`config.mk`:
```
export PLATFORM = sky130hd
export DESIGN_NAME = quad_paddle_bank
export DESIGN_NICKNAME = d
export VERILOG_FILES = /design/src/rtl/quad_paddle_bank.sv
export SDC_FILE = /design/constraint.sdc
export NUM_CORES = 1
export LEC_CHECK = 0
export CORE_ASPECT_RATIO = 0.75
export CORE_UTILIZATION = 58
export CTS_BUF_LIST = sky130_fd_sc_hd__clkbuf_2 sky130_fd_sc_hd__clkbuf_4 sky130_fd_sc_hd__clkbuf_8
export DETAILED_ROUTE_END_ITERATION = 8
export PLACE_DENSITY = 0.9
export SLEW_MARGIN = 20
export SYNTH_ARGS = -nofsm -noshare
export SYNTH_HDL_FRONTEND = slang
export SYNTH_SLANG_ARGS = --single-unit
```
`constraint.sdc`:
```
create_clock -name clk -period 2.6 [get_ports clk]
set_input_delay 0.39 -clock clk [delete_from_list [all_inputs] [get_ports clk]]
set_output_delay 0.39 -clock clk [all_outputs]
set_load 0.02 [all_outputs]
```
`src/rtl/quad_paddle_bank.sv`:
```
// PLAYERS-channel quadrature paddle decoder: sync, debounce, Gray decode, clamped position.
// Build option QUAD_X4_EN: defined = step on every Gray transition (x4), undefined = step on entering 00 (x1).
module quad_paddle_bank #(
  parameter int unsigned PLAYERS   = 2,
  parameter int unsigned POS_WIDTH = 5,
  parameter int unsigned POS_MAX   = 27,
  parameter int unsigned POS_INIT  = 13,
  parameter int unsigned DEBOUNCE  = 16
) (
  input  logic                           clk,
  input  logic                           reset,
  input  logic [PLAYERS-1:0]             enc_a,
  input  logic [PLAYERS-1:0]             enc_b,
  input  logic                           center,
  output logic [PLAYERS*POS_WIDTH-1:0]   position,
  output logic [PLAYERS-1:0]             moved,
  output logic [PLAYERS-1:0]             dir,
  output logic [PLAYERS-1:0]             qerr
);

  localparam int unsigned CW = (DEBOUNCE > 1) ? $clog2(DEBOUNCE) : 1;

  function automatic logic [1:0] gray_next(input logic [1:0] v);
    case (v)
      2'b00:   return 2'b01;
      2'b01:   return 2'b11;
      2'b11:   return 2'b10;
      default: return 2'b00;
    endcase
  endfunction

  for (genvar g = 0; g < PLAYERS; g++) begin : g_ch
    logic [1:0]           s1_q, s2_q, last_q, filt_q, filt_d;
    logic [CW-1:0]        cnt_q, cnt_d, base;
    logic                 accept, fwd, rev, illegal;
    logic                 up_q, up_d, dn_q, dn_d, qerr_q, qerr_d;
    logic [POS_WIDTH-1:0] pos_q, pos_d;
    logic                 moved_q, moved_d, dir_q, dir_d;

    always_comb begin
      filt_d  = filt_q;
      cnt_d   = '0;
      accept  = 1'b0;
      up_d    = 1'b0;
      dn_d    = 1'b0;
      qerr_d  = 1'b0;
      // A change of the synchronised pair restarts the count even if it never matched filt.
      base    = (s2_q != last_q) ? '0 : cnt_q;
      if (s2_q != filt_q) begin
        if (base == CW'(DEBOUNCE - 1)) begin
          accept = 1'b1;
          filt_d = s2_q;
        end else begin
          cnt_d = base + 1'b1;
        end
      end

      fwd     = (gray_next(filt_q) == s2_q);
      rev     = (gray_next(s2_q) == filt_q);
      illegal = ((filt_q ^ s2_q) == 2'b11);
      if (accept) begin
        qerr_d = illegal;
`ifdef QUAD_X4_EN
        up_d = fwd;
        dn_d = rev;
`else
        up_d = fwd && (s2_q == 2'b00);
        dn_d = rev && (s2_q == 2'b00);
`endif
      end

      pos_d   = pos_q;
      moved_d = 1'b0;
      dir_d   = dir_q;
      if (center) begin
        pos_d = POS_WIDTH'(POS_INIT);
      end else if (up_q) begin
        dir_d = 1'b1;
        if (pos_q != POS_WIDTH'(POS_MAX)) begin
          pos_d   = pos_q + 1'b1;
          moved_d = 1'b1;
        end
      end else if (dn_q) begin
        dir_d = 1'b0;
        if (pos_q != '0) begin
          pos_d   = pos_q - 1'b1;
          moved_d = 1'b1;
        end
      end
    end

    always_ff @(posedge clk) begin
      if (reset) begin
        s1_q    <= '0;
        s2_q    <= '0;
        last_q  <= '0;
        filt_q  <= '0;
        cnt_q   <= '0;
        up_q    <= 1'b0;
        dn_q    <= 1'b0;
        qerr_q  <= 1'b0;
        pos_q   <= POS_WIDTH'(POS_INIT);
        moved_q <= 1'b0;
        dir_q   <= 1'b0;
      end else begin
        s1_q    <= {enc_a[g], enc_b[g]};
        s2_q    <= s1_q;
        last_q  <= s2_q;
        filt_q  <= filt_d;
        cnt_q   <= cnt_d;
        up_q    <= up_d;
        dn_q    <= dn_d;
        qerr_q  <= qerr_d;
        pos_q   <= pos_d;
        moved_q <= moved_d;
        dir_q   <= dir_d;
      end
    end

    assign position[g*POS_WIDTH +: POS_WIDTH] = pos_q;
    assign moved[g] = moved_q;
    assign dir[g]   = dir_q;
    assign qerr[g]  = qerr_q;
  end

endmodule
```
==> run summary, run 1 <==
Clock skew: 0.005571 ns
Vias in the first global route: 1240
Critical Path, Cell by Cell: xor2_1 > nor2_2 > and2_1 > ha_1 > nand4_4 > or4_4 > nor3b_2
Share of post-route cells with drive strength above 1: 9.091%
RSZ-0062 raised after global routing: no
Count leader, synth: dfxtp_1
Syn avg cell area: 9.700 sq um
Synth async-reset ratio: 0%
Net Sw Frac: 21.27%
Top Metal Used: met4
Core Area: 0.003311 sq mm
Min cycle time layout: 2.105 ns
Req. time, crit path: 2.83 ns
Initial antenna violation count: 0
Met1 WL: 1.694 mm
Clock tree buffer depth: 2
Die H: 53.32 microns
DRC Markers: 0
Reg power frac: 57.6%
Register area share after synthesis: 43.24%
DRT iter0 DRCs: 32
Grt total ovfl: 0
Cells after synthesis: 210
Clk network pwr share: 38.3%
Max_slew headroom: 58.91%
Ys Warns: 0
Final hold vios: 0
Met3 WL: 121 microns
Setup crit start kind: flip-flop
HPWL after DPL: 2.440 mm
Die area: 0.003755 sq mm
WL per Instance: 12.63 microns
Die width: 70.43 microns
Slowest cell on crit path: or4_4
Commonest cells in the netlist: dfxtp_1 (44), a21oi_1 (14), nor2_1 (14)
Syn nets: 227
Ports: 23
Clock root cell: clkbuf_8
Post-synth EDFFs: 0
Met2 WL: 1.523 mm
Total GRT Usage: 19.20%
First-pass GRT wire length: 5.402 mm
CTS sink count: 44
Power Density: 508.0 mW/mm^2
CP Max Fanout: 6
Post-synth top area cell: dfxtp_1
Remaining antenna violation count: 0
Psw: 0.0002544 W
Diodes inserted: 0
Largest net degree at the start of global routing: 16
Final wirelength: 3.423 mm
Unique masters post-synth: 37
CTS tree: built
Fillers: 253
Post-CTS setup buffer count: 0
Final period util: 80.95%
CP peak stage delay: 0.46 ns
F_max: 0.4751 GHz
Final setup vio count: 0
# rows: 18
#FFs+latches synth: 44
TritonCTS buffer count: 5
Crit path arrival time: 2.34 ns
Int Power: 0.0009419 W
Clock Latency Late Sink: 0.30 ns
Max-cap viol count: 0
LEAKAGE: 0.9743 nW
DRT Pass-1 Iters: 4
Worst hold path class: reg2reg
Number of buffers added on ports: 22
Primary FF master, synth: dfxtp_1
Worst-Margin Slew: 0.6141 ns
Reg clk slew, reported paths: 0.08 ns
WS Path Type: reg2reg
DR vias/cell: 5.461
Power Total: 0.001196 W
GP Congestion: 0.7549
Crit. End Element: flip-flop
Yosys top cell area share: 43.24%
Max Slew Vio Count: 0
Area growth from synthesis to layout: 15.60%
Via Count: 1480
Post-CTS sizing: 0
Fin nets: 248
Worst vdd ir: 0.4723 mV
H-tree Lvls: 2
Hold_buf cts: 0
Synthesized cell area: 0.002037 sq mm
TNS Setup: 0 ns
Largest cells by area after synthesis: dfxtp_1 (43%), ha_1 (4.9%), xor2_1 (4.7%)
Outcome: finished clean
Starting density of the core: 61.53%
Logic gate share of total power: 4.1%
-- worst paths after layout --
kind,cells after the start,endpoint,start,slack (ns)
hold reg to reg,1,g_ch[0].s2_q[0]$_SDFF_PP0_,g_ch[0].s1_q[0]$_SDFF_PP0_,0.44
setup reg to reg,7,g_ch[1].dn_q$_SDFF_PP0_,g_ch[1].s2_q[1]$_SDFF_PP0_,0.50
hold / removal,1,g_ch[0].s2_q[0]$_SDFF_PP0_,g_ch[0].s1_q[0]$_SDFF_PP0_,0.44
setup / recovery,7,g_ch[1].dn_q$_SDFF_PP0_,g_ch[1].s2_q[1]$_SDFF_PP0_,0.50
-- layer usage --
layer | up-vias | global-route usage, %
li1 | 765 | -
met1 | 685 | 24.04
met2 | 24 | 29.21
met3 | 6 | 5.333
met4 | 0 | 12.67
met5 | - | 0
-- flip-flops by register name (all words and copies together) (netlist names) --
signal        count
g_ch.cnt_q        8
g_ch.s1_q         4
g_ch.moved_q      2
g_ch.s2_q         4
g_ch.qerr_q       2
g_ch.filt_q       4
g_ch.pos_q       10
g_ch.dn_q         2
g_ch.last_q       4
g_ch.up_q         2
g_ch.dir_q        2
-- cell usage in the layout (no fill, tap or decap), types with 2 or more instances in the layout --
cell | netlist | final
xor2_1 | 11 | 11
nor2_1 | 14 | 14
and2_1 | 4 | 4
nor4_1 | 2 | 2
nand2b_1 | 4 | 4
dfxtp_1 | 44 | 44
nand4_4 | 2 | 2
o21ai_0 | 11 | 11
nor3b_2 | 4 | 4
inv_1 | 10 | 10
or3_1 | 4 | 4
xnor2_1 | 5 | 5
clkdlybuf4s50_1 | 0 | 22
a2bb2oi_1 | 2 | 2
o211a_1 | 2 | 2
nor2b_1 | 12 | 12
nand2_1 | 8 | 8
clkbuf_8 | 0 | 7
a31o_2 | 2 | 2
mux2i_1 | 5 | 5
nor3_1 | 4 | 4
fa_1 | 2 | 2
ha_1 | 8 | 8
o211ai_1 | 3 | 3
or4_4 | 2 | 2
nand3_1 | 4 | 4
and3_1 | 4 | 4
nor2_2 | 2 | 2
a21o_1 | 5 | 5
a21oi_1 | 14 | 14
-- area by class of cell --
cell class | count | area, sq um | area share (%)
clock buffer | 7 | 96.34 | 4.091
inverter | 10 | 37.54 | 1.594
tap | 40 | 50.05 | 2.125
timing repair buffer | 23 | 227.7 | 9.671
sequential | 44 | 880.8 | 37.41
multi-input combinational | 147 | 1062 | 45.11
-- power by group through the flow --
| stage | Combinational, W | Clock (W) | Sequential, W |
|---|---|---|---|
| finish | 0.0000485 | 0.000458 | 0.000689 |
| detailed placement | 0.0000485 | 0 | 0.000705 |
| global route | 0.0000531 | 0.000495 | 0.000691 |
| floorplan | 0.0000320 | 0 | 0.000704 |
| CTS | 0.0000489 | 0.000473 | 0.000689 |
| global placement | 0.0000469 | 0 | 0.000705 |
-- metrics by stage --
step	util (%)	cells	cell area [sq um]	hold slack [ns]	setup slack [ns]
after floorplan	-	210	2037	0.4138	0.6562
after global placement	68.22	264	2258	0.4181	0.5747
after detailed placement	68.22	264	2258	0.4246	0.5198
after CTS	71.13	271	2355	0.4430	0.4887
after global routing	71.13	271	2355	0.4659	0.3424
final	71.13	271	2355	0.4418	0.4953
-- critical path, delay by kind of cell, from the launching register on --
kind / cells / cell delay [ns]
flops: 1 / 0.37
fa+ha+maj: 1 / 0.26
xor+xnor: 1 / 0.19
simple gates: 5 / 1.21
-- cells by family after synthesis --
group	after synthesis	share of synthesized area, %
muxes	5	2.457
buffers and inverters	19	4.607
AOI/OAI and AO/OA	42	13.02
and+or+nand+nor	74	22.91
adders and majority gates	10	6.880
DFF	44	43.24
xor gates and xnor gates	16	6.879
Power figures use the tool's default switching activity.
==> run 2, diff against run 1 <==
Settings changed: CORE_UTILIZATION 58 to 52, PLACE_DENSITY 0.9 to 0.86.
Clock period 2.6 ns to 1.7 ns, I/O delays scaled along.
==> run 2 against run 1 <==
Against the previous run: the run now ends with setup timing left; sequential share of layout area decreased by 4.5 points; wire length increased by 13%; non-clock buffer count increased by 28; largest cell class unchanged; highest routed layer unchanged.
==> run summary, run 2 (synthesized netlist as in run 1, its figures left out) <==
Pre-CTS WS: -0.03573 ns (-0.5556 ns)
Crit. End Element: flip-flop
Biggest regs: g_ch.pos_q x10, g_ch.cnt_q x8
Clock skew: 0.006216 ns (+0.0006450 ns)
Final setup vio count: 3 (+3)
Clock root cell: clkbuf_8
Worst vdd ir: 0.5587 mV (+18%)
CP Max Fanout: 3 (-3)
RSZ-0062 raised after global routing: yes
Clock tree buffer depth: 2 (unchanged)
Slowest cell on crit path: or4_4
Critical Path, Cell by Cell: xor2_1 > nor2_2 > and2_4 > ha_4 > nand4_4 > or4_4 > nor3b_2
Grt total ovfl: 0 (unchanged)
Worst path bufs/invs: 0 (unchanged)
Reg clk slew, reported paths: 0.08 ns (about the same)
Final worst slack: -0.02753 ns (-0.5228 ns)
Setup crit start kind: flip-flop
Final wirelength: 3.851 mm (+13%)
DRC Markers: 0 (unchanged)
DR vias/cell: 5.208 (-4.6%)
LEAKAGE: 1.147 nW (+18%)
Most common cell after layout, fill and taps aside: dfxtp_1
DRT iter0 DRCs: 54 (+69%)
Die width: 74.27 microns (+5.5%)
Core Area: 0.003709 sq mm (+12%)
Reg2Reg Depth: 7 (unchanged)
Max reg flops: 10 (unchanged)
Starting density of the core: 54.93% (-6.6 points)
Met3 WL: 135 microns (+12%)
TNS Setup: -0.06012 ns (-0.06012 ns)
Req. time, crit path: 1.93 ns (-0.90 ns)
DRT Pass-1 Iters: 4 (unchanged)
Initial antenna violation count: 0 (unchanged)
Share of post-route cells with drive strength above 1: 29.62% (+21 points)
Critical path's top delay family: simple AND/OR/NAND/NOR gates
Largest net degree at the start of global routing: 20 (+4)
Max_slew headroom: 71.71% (+13 points)
Ports: 23 (unchanged)
Max Slew Vio Count: 0 (unchanged)
Max-cap viol count: 0 (unchanged)
Failing checks: setup timing
CTS tree: built
Fin nets: 276 (+11%)
Biggest register: g_ch.pos_q
Worst-Margin Slew: 0.4213 ns (-0.1928 ns)
TritonCTS buffer count: 5 (unchanged)
Area growth from synthesis to layout: 33.11%
GP Congestion: 0.7690 (+1.9%)
Most frequent cells in the layout: dfxtp_1 (36), buf_4 (29), clkdlybuf4s50_1 (20)
R2R Setup Slk: -0.03 ns (-0.52 ns)
HPWL after DPL: 2.796 mm (+15%)
Crit path arrival time: 1.96 ns (-0.38 ns)
Met2 WL: 1.859 mm (+22%)
Final period util: 101.6% (+21 points)
Outcome: finished, violations left
# rows: 19 (+1)
Final core utilization: 73.11% (+2.0 points)
Total GRT Usage: 20.38% (+1.2 points)
Die H: 56.21 microns (+5.4%)
First-pass GRT wire length: 6.534 mm (+21%)
Min cycle time layout: 1.728 ns (-0.3772 ns)
Via Count: 1625 (+9.8%)
Number of buffers added on ports: 22 (unchanged)
Power Density: 684.5 mW/mm^2 (+35%)
Diodes inserted: 0 (unchanged)
F_max: 0.5789 GHz (+22%)
Vias in the first global route: 1573 (+27%)
Clock Latency Late Sink: 0.29 ns (about the same)
CTS sink count: 44 (unchanged)
R2r startpoint: g_ch[0].s2_q[1]$_SDFF_PP0_
WS Path Type: reg2reg
Fillers: 265 (+4.7%)
Remaining antenna violation count: 0 (unchanged)
H-tree Lvls: 2 (unchanged)
Met1 WL: 1.824 mm (+7.7%)
Worst hold endpoint: g_ch[1].s2_q[1]$_SDFF_PP0_
Hold Crit Start: g_ch[1].s1_q[1]$_SDFF_PP0_
Worst hold path class: reg2reg
Top Metal Used: met4
Critical R2R Capture: g_ch[0].up_q$_SDFF_PP0_
Hold_buf cts: 0 (unchanged)
Die area: 0.004174 sq mm (+11%)
CP peak stage delay: 0.45 ns (about the same)
Final hold vios: 0 (unchanged)
Hold depth: 1 (unchanged)
WL per Instance: 12.34 microns (-2.3%)
run 2: changes by cell type in the layout (fill, tap and decap cells not counted), sizes merged:
cell / previous run / this run
clkbuf: 7 / 8
buf: 1 / 29
clkdlybuf4s50: 22 / 20
dlymetal6s2s: 0 / 2
run 2: area by class of cell:
type,instances,area (sq um),share of cell area [%]
clock buffers,8,97.59,3.599
multi-input cells,147,1175,43.33
inverters,10,37.54,1.384
flip-flops and latches,44,893.4,32.95
well taps,52,65.06,2.400
repair buffers,51,442.9,16.34
run 2: how the worst max path moves through the flow:
stage / to / startpoint / cells after the start
2_1_floorplan: g_ch[1].dn_q$_SDFF_PP0_ / g_ch[1].s2_q[0]$_SDFF_PP0_ / 7
3_3_place_gp: g_ch[0].pos_q[4]$_SDFFE_PP0P_ / g_ch[0].up_q$_SDFF_PP0_ / 7
3_5_place_dp: g_ch[0].up_q$_SDFF_PP0_ / g_ch[0].s2_q[1]$_SDFF_PP0_ / 7
4_1_cts: g_ch[0].pos_q[4]$_SDFFE_PP0P_ / g_ch[0].up_q$_SDFF_PP0_ / 7
5_1_grt: g_ch[0].up_q$_SDFF_PP0_ / g_ch[0].s2_q[1]$_SDFF_PP0_ / 7
6_report: g_ch[0].up_q$_SDFF_PP0_ / g_ch[0].s2_q[1]$_SDFF_PP0_ / 7
run 2: through the flow:
stage | std cells | instance area [sq um] | hold slack (ns) | power, W
final | 312 | 2711 | 0.4367 | 0.001856
after floorplan | 210 | 2066 | 0.3832 | 0.001124
after global placement | 300 | 2482 | 0.4179 | 0.001168
after global routing | 312 | 2711 | 0.4503 | 0.001923
after detailed placement | 300 | 2482 | 0.4223 | 0.001171
after CTS | 311 | 2623 | 0.4404 | 0.001868
run 2: routing by layer:
metal  track usage (%)  vias up
met3             5.616        5
met1             25.17      762
met2             33.90       26
met5                 0        -
met4             7.008        0
li1                  -      832
run 2: report_power, final:
group | leakage, nW | internal [W] | switching (W) | total (W)
combinational | 0.736 | 0.0000591 | 0.0000525 | 0.000112
sequential | 0.359 | 0.00104 | 0.00000696 | 0.00105
clock | 0.0523 | 0.000363 | 0.000331 | 0.000695
total | 1.15 | 0.00147 | 0.000391 | 0.00186
run 2: what timing repair did:
| action | 4_1_cts | 5_1_grt |
|---|---|---|
| pin swaps | 5 | 6 |
| resized for setup | 6 | 21 |
| setup endpoints to repair | 6 | 17 |
| buffers inserted | 3 | 1 |
==> run 3, diff against run 2 <==
Settings changed: CORE_UTILIZATION 52 to 58, PLACE_DENSITY 0.86 to 0.9.
Clock period 1.7 ns to 1.9 ns, I/O delays scaled along.
==> run 3 against run 2 <==
Against the previous run: the run now ends clean; largest power group unchanged; power is 11% lower; critical path type unchanged; highest routed layer unchanged; critical endpoint is now g_ch[0].dn_q$_SDFF_PP0_; non-clock buffer count is 12 lower; via count is 2.9% lower; utilization is 3.0 points higher; design area is 7.0% lower; register-to-register slack better by 0.12 ns.
==> run summary, run 3 (synthesized netlist as in run 1, its figures left out) <==
# placed instances: 278 (-7.3%)
Crit path arrival time: 2.05 ns (+0.09 ns)
Die area: 0.003755 sq mm (-10%)
Biggest register: g_ch.pos_q
Cell Count, Final, Fillers Out: 288 (-7.7%)
Core Area: 0.003311 sq mm (-11%)
Fin nets: 264 (-4.3%)
Share of post-route cells with drive strength above 1: 20.56% (-9.1 points)
Outcome: finished clean
Max reg flops: 10 (unchanged)
First-pass GRT wire length: 6.389 mm (-2.2%)
HPWL after DPL: 2.771 mm (-0.86%)
Hold Crit Start: g_ch[1].s1_q[1]$_SDFF_PP0_
TritonCTS buffer count: 5 (unchanged)
Number of buffers added on ports: 22 (unchanged)
Ports: 23 (unchanged)
Most common cell after layout, fill and taps aside: dfxtp_1
Grt total ovfl: 0 (unchanged)
CTS tree: built
Clock Latency Late Sink: 0.31 ns (+0.02 ns)
Worst vdd ir: 0.5323 mV (-4.7%)
DRT Pass-1 Iters: 4 (unchanged)
Clock skew: 0.005298 ns (-0.0009182 ns)
Clock tree buffer depth: 2 (unchanged)
CTS sink count: 44 (unchanged)
Critical R2R Capture: g_ch[0].dn_q$_SDFF_PP0_
Via Count: 1578 (-2.9%)
Reg2Reg Depth: 7 (unchanged)
H-tree Lvls: 2 (unchanged)
Worst hold endpoint: g_ch[1].s2_q[1]$_SDFF_PP0_
Critical Path, Cell by Cell: xor2_1 > nor2_2 > and2_4 > ha_4 > nand4_4 > or4_4 > nor3b_2
Vias in the first global route: 1404 (-11%)
# rows: 18 (-1)
Total GRT Usage: 22.84% (+2.5 points)
DRT iter0 DRCs: 94 (+74%)
Met2 WL: 1.772 mm (-4.7%)
Max_slew headroom: 64.02% (-7.7 points)
R2r startpoint: g_ch[0].s2_q[0]$_SDFF_PP0_
Worst-Margin Slew: 0.5341 ns (+0.1128 ns)
Starting density of the core: 61.53% (+6.6 points)
CP peak stage delay: 0.45 ns (about the same)
Max-cap viol count: 0 (unchanged)
Initial antenna violation count: 0 (unchanged)
Crit. End Element: flip-flop
Die width: 70.43 microns (-5.2%)
Req. time, crit path: 2.14 ns (+0.21 ns)
Top Metal Used: met4
Min cycle time layout: 1.811 ns (+0.08396 ns)
Setup crit start kind: flip-flop
F_max: 0.5520 GHz (-4.6%)
R2R Setup Slk: 0.09 ns (+0.12 ns)
Biggest regs: g_ch.pos_q x10, g_ch.cnt_q x8
LEAKAGE: 1.054 nW (-8.1%)
DRC Markers: 0 (unchanged)
WS Path Type: reg2reg
Area growth from synthesis to layout: 23.77%
Remaining antenna violation count: 0 (unchanged)
Final setup vio count: 0 (-3)
GP Congestion: 0.7776 (+1.1%)
Worst hold path class: reg2reg
Max Slew Vio Count: 0 (unchanged)
Most frequent cells in the layout: dfxtp_1 (40), clkdlybuf4s50_1 (22), buf_4 (17)
Clock root cell: clkbuf_8
Largest net degree at the start of global routing: 14 (-30%)
Met3 WL: 190 microns (+41%)
Final wirelength: 3.849 mm (about the same)
Slowest cell on crit path: or4_4
Hold depth: 1 (unchanged)
Fillers: 223 (-16%)
CP Max Fanout: 5 (+2)
WHS: 0.4353 ns (-0.001390 ns)
DR vias/cell: 5.479 (+5.2%)
Final period util: 95.34% (-6.3 points)
Worst path bufs/invs: 0 (unchanged)
Final hold vios: 0 (unchanged)
Critical path's top delay family: simple AND/OR/NAND/NOR gates
Power Density: 652.3 mW/mm^2 (-4.7%)
Hold_buf cts: 0 (unchanged)
Met1 WL: 1.785 mm (-2.1%)
Die H: 53.32 microns (-5.1%)
Reg clk slew, reported paths: 0.08 ns (about the same)
WL per Instance: 13.36 microns (+8.3%)
Diodes inserted: 0 (unchanged)
run 3: changes by cell type in the layout (fill, tap and decap cells not counted), moves of 2 or more:
| cell | before | now |
|---|---|---|
| buf_4 | 29 | 17 |
| o21ai_0 | 6 | 11 |
| dfxtp_1 | 36 | 40 |
| o21ai_1 | 4 | 0 |
| dfxtp_2 | 7 | 4 |
| clkbuf_4 | 2 | 0 |
| clkdlybuf4s50_1 | 20 | 22 |
| clkinv_2 | 0 | 2 |
| dlymetal6s2s_1 | 2 | 0 |
| inv_1 | 8 | 10 |
| inv_2 | 2 | 0 |
run 3: power breakdown:
group / switching (W) / leakage [nW] / internal [W] / total (W)
registers: 0.00000906 / 0.359 / 0.000934 / 0.000943
clock network: 0.000322 / 0.0510 / 0.000290 / 0.000613
logic: 0.0000420 / 0.645 / 0.0000467 / 0.0000886
total: 0.000374 / 1.05 / 0.00127 / 0.00164
run 3: layout make-up:
type / instances / area, sq um / share of cell area [%]
clock inverter: 2 / 10.01 / 0.3970
multi-input combinational: 147 / 1107 / 43.92
sequential: 44 / 885.9 / 35.14
clock buffer: 6 / 82.58 / 3.275
inverter: 10 / 37.54 / 1.489
tap: 40 / 50.05 / 1.985
timing repair buffer: 39 / 347.8 / 13.80
run 3: how the worst max path moves through the flow:
stage | from | endpoint | cells after the start
after floorplan | g_ch[0].s2_q[0]$_SDFF_PP0_ | g_ch[0].up_q$_SDFF_PP0_ | 7
after global placement | g_ch[0].up_q$_SDFF_PP0_ | g_ch[0].pos_q[4]$_SDFFE_PP0P_ | 7
after detailed placement | g_ch[0].s2_q[0]$_SDFF_PP0_ | g_ch[0].up_q$_SDFF_PP0_ | 7
after CTS | g_ch[1].s2_q[1]$_SDFF_PP0_ | g_ch[1].dn_q$_SDFF_PP0_ | 7
after global routing | g_ch[1].s2_q[1]$_SDFF_PP0_ | g_ch[1].dn_q$_SDFF_PP0_ | 7
final | g_ch[0].s2_q[0]$_SDFF_PP0_ | g_ch[0].dn_q$_SDFF_PP0_ | 7
run 3: what timing repair did:
| item | 4_1_cts | 5_1_grt |
|---|---|---|
| cloned | 0 | 0 |
| pin swaps | 0 | 6 |
| setup endpoints to repair | 2 | 6 |
| buffers inserted | 0 | 2 |
| resized for setup | 1 | 12 |
run 3: worst reg2reg max path, cell delays in order, from the launching register on:
cell	delay [ns]
dfxtp_2	0.35
xor2_1	0.17
nor2_2	0.15
and2_4	0.19
ha_4	0.16
nand4_4	0.09
or4_4	0.45
nor3b_2	0.19
run 3: layer usage:
metal	GRT usage, %	vias up
li1	-	801
met1	28.19	724
met2	37.62	43
met3	8.000	10
met4	7.333	0
met5	0	-
run 3: metrics by stage:
step | cell area (sq um) | total power [W] | setup WS (ns) | setup TNS [ns] | util [%]
floorplan | 2042 | 0.001007 | -0.005859 | -0.005859 | -
global placement | 2369 | 0.001044 | 0.07674 | 0 | 71.54
detailed placement | 2369 | 0.001048 | 0.0006553 | 0 | 71.54
CTS | 2471 | 0.001650 | 0.007333 | 0 | 74.64
global route | 2521 | 0.001709 | -0.01710 | -0.01808 | 76.15
finish | 2521 | 0.001645 | 0.08851 | 0 | 76.15
